## src/rtl/imem_uart_loader_if.sv

```systemverilog
// Instruction-memory write port driven by the UART boot loader.
// The loader is the master; the memory (or a bench) is the slave.
interface imem_uart_loader_if;
    logic        imem_we;
    logic [6:0]  imem_addr;
    logic [31:0] imem_wdata;

    modport master (output imem_we, output imem_addr, output imem_wdata);
    modport slave  (input  imem_we, input  imem_addr, input  imem_wdata);
endinterface

```

## src/rtl/imem_uart_loader.sv

```systemverilog
// UART 8N1 boot loader: a header byte N is followed by N little-endian words.
// The CPU is held in reset until all N words are written to instruction memory.
module imem_uart_loader #(
    parameter int CLKS_PER_BIT = 434,
    parameter int DEPTH_WORDS  = 32
) (
    input  logic                 clk,
    input  logic                 reset,
    input  logic                 rx,
    input  logic                 start,
    imem_uart_loader_if.master   mem,
    output logic                 cpu_hold,
    output logic                 done,
    output logic                 frame_err,
    output logic [5:0]           word_count
);
    localparam int CW = $clog2(CLKS_PER_BIT + 1);

    typedef enum logic [1:0] {RX_IDLE, RX_START, RX_DATA, RX_STOP} rx_state_t;
    typedef enum logic [2:0] {IDLE, WAIT_HDR, LOAD, DONE, ERR} ld_state_t;

    rx_state_t rx_state, rx_next;
    ld_state_t ld_state, ld_next;

    logic          rx_q1, rx_s;
    logic [CW-1:0] cnt;
    logic [2:0]    bit_idx;
    logic [7:0]    rx_byte;
    logic          byte_valid, rx_ferr;
    logic          half_tick, full_tick;

    logic [1:0]    byte_idx;
    logic [23:0]   asm_word;
    logic [7:0]    n_words;
    logic          hdr_ok, last_word, arm;

    always_ff @(posedge clk or negedge reset) begin
        if (!reset) begin
            rx_q1 <= 1'b1;
            rx_s  <= 1'b1;
        end else begin
            rx_q1 <= rx;
            rx_s  <= rx_q1;
        end
    end

    assign half_tick = (cnt == CW'(CLKS_PER_BIT / 2 - 1));
    assign full_tick = (cnt == CW'(CLKS_PER_BIT - 1));

    always_ff @(posedge clk or negedge reset) begin
        if (!reset) rx_state <= RX_IDLE;
        else        rx_state <= rx_next;
    end

    always_comb begin
        rx_next = rx_state;
        unique case (rx_state)
            RX_IDLE:  if (!rx_s) rx_next = RX_START;
            RX_START: if (half_tick) rx_next = rx_s ? RX_IDLE : RX_DATA;
            RX_DATA:  if (full_tick && bit_idx == 3'd7) rx_next = RX_STOP;
            RX_STOP:  if (full_tick) rx_next = RX_IDLE;
            default:  rx_next = RX_IDLE;
        endcase
    end

    // Counter restarts on every sample point so data bits land mid-bit
    always_ff @(posedge clk or negedge reset) begin
        if (!reset) begin
            cnt        <= '0;
            bit_idx    <= '0;
            rx_byte    <= '0;
            byte_valid <= 1'b0;
            rx_ferr    <= 1'b0;
        end else begin
            byte_valid <= 1'b0;
            rx_ferr    <= 1'b0;
            if (rx_state == RX_IDLE ||
                (rx_state == RX_START && half_tick) ||
                (rx_state != RX_START && full_tick))
                cnt <= '0;
            else
                cnt <= cnt + 1'b1;
            if (rx_state == RX_START) bit_idx <= '0;
            if (rx_state == RX_DATA && full_tick) begin
                rx_byte <= {rx_s, rx_byte[7:1]};
                bit_idx <= bit_idx + 1'b1;
            end
            if (rx_state == RX_STOP && full_tick) begin
                byte_valid <= rx_s;
                rx_ferr    <= ~rx_s;
            end
        end
    end

    assign hdr_ok    = (rx_byte != 8'd0) && (int'(rx_byte) <= DEPTH_WORDS);
    assign last_word = ({2'b00, word_count} == n_words);
    assign arm       = start &&
                       (ld_state == IDLE || ld_state == DONE || ld_state == ERR);

    always_ff @(posedge clk or negedge reset) begin
        if (!reset) ld_state <= IDLE;
        else        ld_state <= ld_next;
    end

    always_comb begin
        ld_next = ld_state;
        unique case (ld_state)
            IDLE, DONE, ERR: if (start) ld_next = WAIT_HDR;
            WAIT_HDR: begin
                if (rx_ferr)         ld_next = ERR;
                else if (byte_valid) ld_next = hdr_ok ? LOAD : ERR;
            end
            LOAD: begin
                if (rx_ferr)                         ld_next = ERR;
                else if (mem.imem_we && last_word)   ld_next = DONE;
            end
            default: ld_next = IDLE;
        endcase
    end

    always_ff @(posedge clk or negedge reset) begin
        if (!reset) begin
            mem.imem_we    <= 1'b0;
            mem.imem_addr  <= '0;
            mem.imem_wdata <= '0;
            word_count     <= '0;
            byte_idx       <= '0;
            asm_word       <= '0;
            n_words        <= '0;
        end else begin
            mem.imem_we <= 1'b0;
            if (arm) begin
                word_count <= '0;
                byte_idx   <= '0;
            end
            if (ld_state == WAIT_HDR && byte_valid && hdr_ok)
                n_words <= rx_byte;
            if (ld_state == LOAD && byte_valid) begin
                byte_idx <= byte_idx + 1'b1;
                if (byte_idx == 2'd3) begin
                    mem.imem_we    <= 1'b1;
                    mem.imem_addr  <= {word_count[4:0], 2'b00};
                    mem.imem_wdata <= {rx_byte, asm_word};
                    word_count     <= word_count + 1'b1;
                end else begin
                    asm_word[{byte_idx, 3'b000} +: 8] <= rx_byte;
                end
            end
        end
    end

    assign done      = (ld_state == DONE);
    assign cpu_hold  = (ld_state != DONE);
    assign frame_err = (ld_state == ERR);

endmodule
```

## src/flat_wrapper.sv

```systemverilog
// flat-port wrapper written by rule: the top's interface ports become plain ports
module imem_uart_loader_flat 
#(
    parameter int CLKS_PER_BIT = 434,
    parameter int DEPTH_WORDS  = 32
)
  (clk, reset, rx, start, cpu_hold, done, frame_err, word_count, mem_imem_we, mem_imem_addr, mem_imem_wdata);
  imem_uart_loader_if mem_i ();
  input  logic clk;
  input  logic reset;
  input  logic rx;
  input  logic start;
  output logic cpu_hold;
  output logic done;
  output logic frame_err;
  output logic [5:0] word_count;
  output wire logic [$bits(mem_i.imem_we)-1:0] mem_imem_we;
  output wire logic [$bits(mem_i.imem_addr)-1:0] mem_imem_addr;
  output wire logic [$bits(mem_i.imem_wdata)-1:0] mem_imem_wdata;
  assign mem_imem_we = mem_i.imem_we;
  assign mem_imem_addr = mem_i.imem_addr;
  assign mem_imem_wdata = mem_i.imem_wdata;
  imem_uart_loader #(.CLKS_PER_BIT(CLKS_PER_BIT), .DEPTH_WORDS(DEPTH_WORDS)) u_core (.clk(clk), .reset(reset), .rx(rx), .start(start), .mem(mem_i), .cpu_hold(cpu_hold), .done(done), .frame_err(frame_err), .word_count(word_count));
endmodule
```

## config.mk

```make
export PLATFORM = sky130hd
export DESIGN_NAME = imem_uart_loader_flat
export DESIGN_NICKNAME = d
export VERILOG_FILES = /design/src/rtl/imem_uart_loader_if.sv /design/src/rtl/imem_uart_loader.sv /design/src/flat_wrapper.sv
export SDC_FILE = /design/constraint.sdc
export NUM_CORES = 1
export LEC_CHECK = 0
export CORE_MARGIN = 1
export CORE_UTILIZATION = 28
export DETAILED_ROUTE_END_ITERATION = 8
export DONT_BUFFER_PORTS = 1
export HOLD_SLACK_MARGIN = 0.05
export PLACE_DENSITY = 0.52
export SYNTH_ARGS = -nofsm -noshare
export SYNTH_HDL_FRONTEND = slang
export SYNTH_SLANG_ARGS = --single-unit
```

## constraint.sdc

```tcl
create_clock -name clk -period 2.5 [get_ports clk]
set_clock_uncertainty 0.15 [all_clocks]
set_input_delay 0.5 -clock clk [delete_from_list [all_inputs] [get_ports clk]]
set_output_delay 0.5 -clock clk [all_outputs]
set_load 0.03 [all_outputs]
```

==> results.toml <==
[status]
status = "complete, but fails checks"
violations = "hold timing"

[clocking]
root_buffer = "clkbuf_16"
worstSkewPairLatency_ns = 0.35
clockBufferDepth = 2
hold_buffers = 1
cts_tree = "done"
cts_max_level = 3
cts.clk_slew.worst_paths_ns = 0.07
clock-sinks = 107
cts_buffers = 9

[drt]
drcViolationCount = 0
route.vias.total = 2861
wl_um = 9800
routed.top_layer = "met4"
met3_length_um = 551
first_iter_violations = 85
drt_pass1_iterations = 4
ant_nets = 0
vias_per_cell = 4.56
wl_met1_um = 4390
dr_wl_met2_um = 4710
wire_per_inst_um = 15.6

[floorplanning]
start_util_pct = 28.6
io_pins = 53
die_w_um = 132
die_area_um2 = 17500
core_region_area_um2 = 16600
dieHeight_um = 132
num_rows = 47

[synth]
ys_types = 54
synth_area_um2 = 4740
synth.avg_cell_area_um2 = 11.9
syn-instance-count = 400
ys_seq_area_share_pct = 56.5
ys_top_cells_by_area = "dfrtp_1 55%, mux2_1 11%, nand2_1 5.1%"
yosys_warnings = 0
synth-edff-count = 0
synth-async-reset-ratio_pct = 100
synth_area_leader_cell = "dfrtp_1"
netlist.area_leader.share_pct = 55.4
synth_top_flop_cell = "dfrtp_1"
ys_ff_latch = 107

[critical_path]
cp_num_cells = 3
crit_slowest_cell = "dfrtp_1"
end_kind = "output pin"
worstPathArrival_ns = 1.37
worstPathCellList = "nor2_1, nand2_1, inv_1"
cpPeakStageDelay_ns = 0.45
critPathTopFamily = "flip-flops"
cp.required_ns = 1.85
worstSetupPathType = "flop to output pin"
path_buf_inv = 1
worstSetupStartpointType = "flop"
path_max_fanout = 8
rr_worst_depth = 4

[global_route]
grt_pass1_vias = 2917
grt_use_total_pct = 12.0
grt_overflow_total = 0
grt_max_degree = 108
antenna_found_initial = 0
grt_pass1_wl_um = 16200

[layout]
area_delta_synth_final_pct = 11.5
layout.cells.non_filler = 628
final_layout_size_suffix_gt1_share_pct = 10.3
final_cell_mix = "105 x dfrtp_1, 64 x nand2_1, 45 x mux2_1, 31 x o21ai_1, 18 x nor2_1"
n_antenna_cell = 0
fin_nets = 418
final_util_pct = 31.9
mostFrequentLayoutCell = "dfrtp_1"

[placed_design]
routabilityCongestion = 0.819
dp.cells = 611
dp_slack_ns = 0.525
port_buffers = 0
hpwl_um = 6600

[pwr]
peakVddDrop_v = 0.000327
leakagePower_nw = 2.47
p_per_area_nw_per_um2 = 611

[sta]
fmax_ghz = 0.495
fin_crit_sh_pct = 80.9
timing.final.ws_setup_ns = 0.478
rsz0062_at_grt = "no"
setup-violations-final = 0
tightest_slew_ns = 0.596
fin_hold_ws_ns = -0.307
min_period_ns = 2.02
maxSlewViolCount = 0
worst_slew_margin_rel_pct = 60.0
setup_tns_ns = 0
hold_viol_final = 107

[job]
drv_cap = 0

[hold_path]
hp-class = "input pin to async pin"
## worst paths after layout
| path | slack, ns | startpoint | endpoint |
|---|---|---|---|
| worst max register to register | 0.55 | u_core.rx_byte[0] | u_core.n_words[4] |
| worst min register to register | 0.21 | u_core.rx_q1 | u_core.rx_s |
| max in group asynchronous | 2.20 | reset | u_core.rx_s |
| min in group clk | 0.11 | start | u_core.ld_state[2] |
| worst min-delay path | -0.31 | reset | u_core.cnt[7] |
| worst max-delay path | 0.48 | u_core.ld_state[1] | frame_err |
## area by class of cell
| class | instances | area [um2] |
|---|---|---|
| timing repair buffer | 8 | 62.6 |
| inverter | 10 | 37.5 |
| sequential | 107 | 2680 |
| multi-input combinational | 267 | 1930 |
| fill | 1700 | 11300 |
| clock buffer | 12 | 246 |
| clock inverter | 4 | 57.6 |
| tap | 220 | 275 |
## cells by family (layout without fill, tap and decap cells)
group / after synthesis / after routing / synth area share [%]
adders and majority gates: 11 / 11 / 2.90
AOI/OAI and AO/OA: 49 / 49 / 6.68
other: 1 / 2 / 0.0791
buffers and inverters: 27 / 34 / 2.90
DFF: 107 / 107 / 56.5
muxes: 53 / 53 / 13.0
xor gates and xnor gates: 14 / 14 / 2.59
and+or+nand+nor: 138 / 138 / 15.4
## stage by stage
stage	instance area [um2]	total power, mW
floorplan	4740	1.80
global placement	4970	1.80
detailed placement	4970	1.80
CTS	5290	3.28
global route	5290	3.37
finish	5290	3.23
## Yosys cell counts (2+ instances only)
cell type and count:
a221o_1 2, clkbuf_1 3, nand2_1 64, dfstp_2 2, nor3_1 3, dfrtp_1 105
buf_6 2, nor4_1 3, ha_1 11, xnor2_1 10, o21ai_1 31, and3_1 3
nand3_4 2, nand3b_2 3, buf_2 7, inv_2 3, a21boi_1 2, nand2b_1 5
nor3b_1 5, xor2_1 4, and2_1 5, nor2_1 18, nand3_1 10, nor2b_1 5
nand4_1 4, buf_4 3, mux2_2 2, inv_1 7, mux2_1 45, mux2_4 5
a31oi_1 3
## what timing repair did
action                                 in CTS  in global routing
gates resized for setup                     0                  0
setup buffers                               0                  0
endpoints found under the hold margin     108                107
setup endpoints to repair                   0                  0
## power by group
part	internal, mW	switching (mW)
Clock	0.815	0.649
Combinational	0.00832	0.0165
Sequential	1.74	0.00675
## routing by layer
| metal | global-route usage [%] | vias to the layer above |
|---|---|---|
| met5 | 0 | - |
| met3 | 4.27 | 13 |
| met2 | 19.8 | 45 |
| li1 | - | 1382 |
| met1 | 14.6 | 1421 |
| met4 | 4.26 | 0 |
## sequential cells by signal, indices dropped and copies added, names as in the netlist, 2 cells and up, named ones only
register,cells
u_core.mem.imem_wdata,32
u_core.bit_idx,3
u_core.word_count,6
u_core.mem.imem_addr,5
u_core.byte_idx,2
u_core.cnt,9
u_core.ld_state,3
u_core.n_words,8
u_core.asm_word,24
u_core.rx_byte,8
Power figures use the tool's default switching activity.
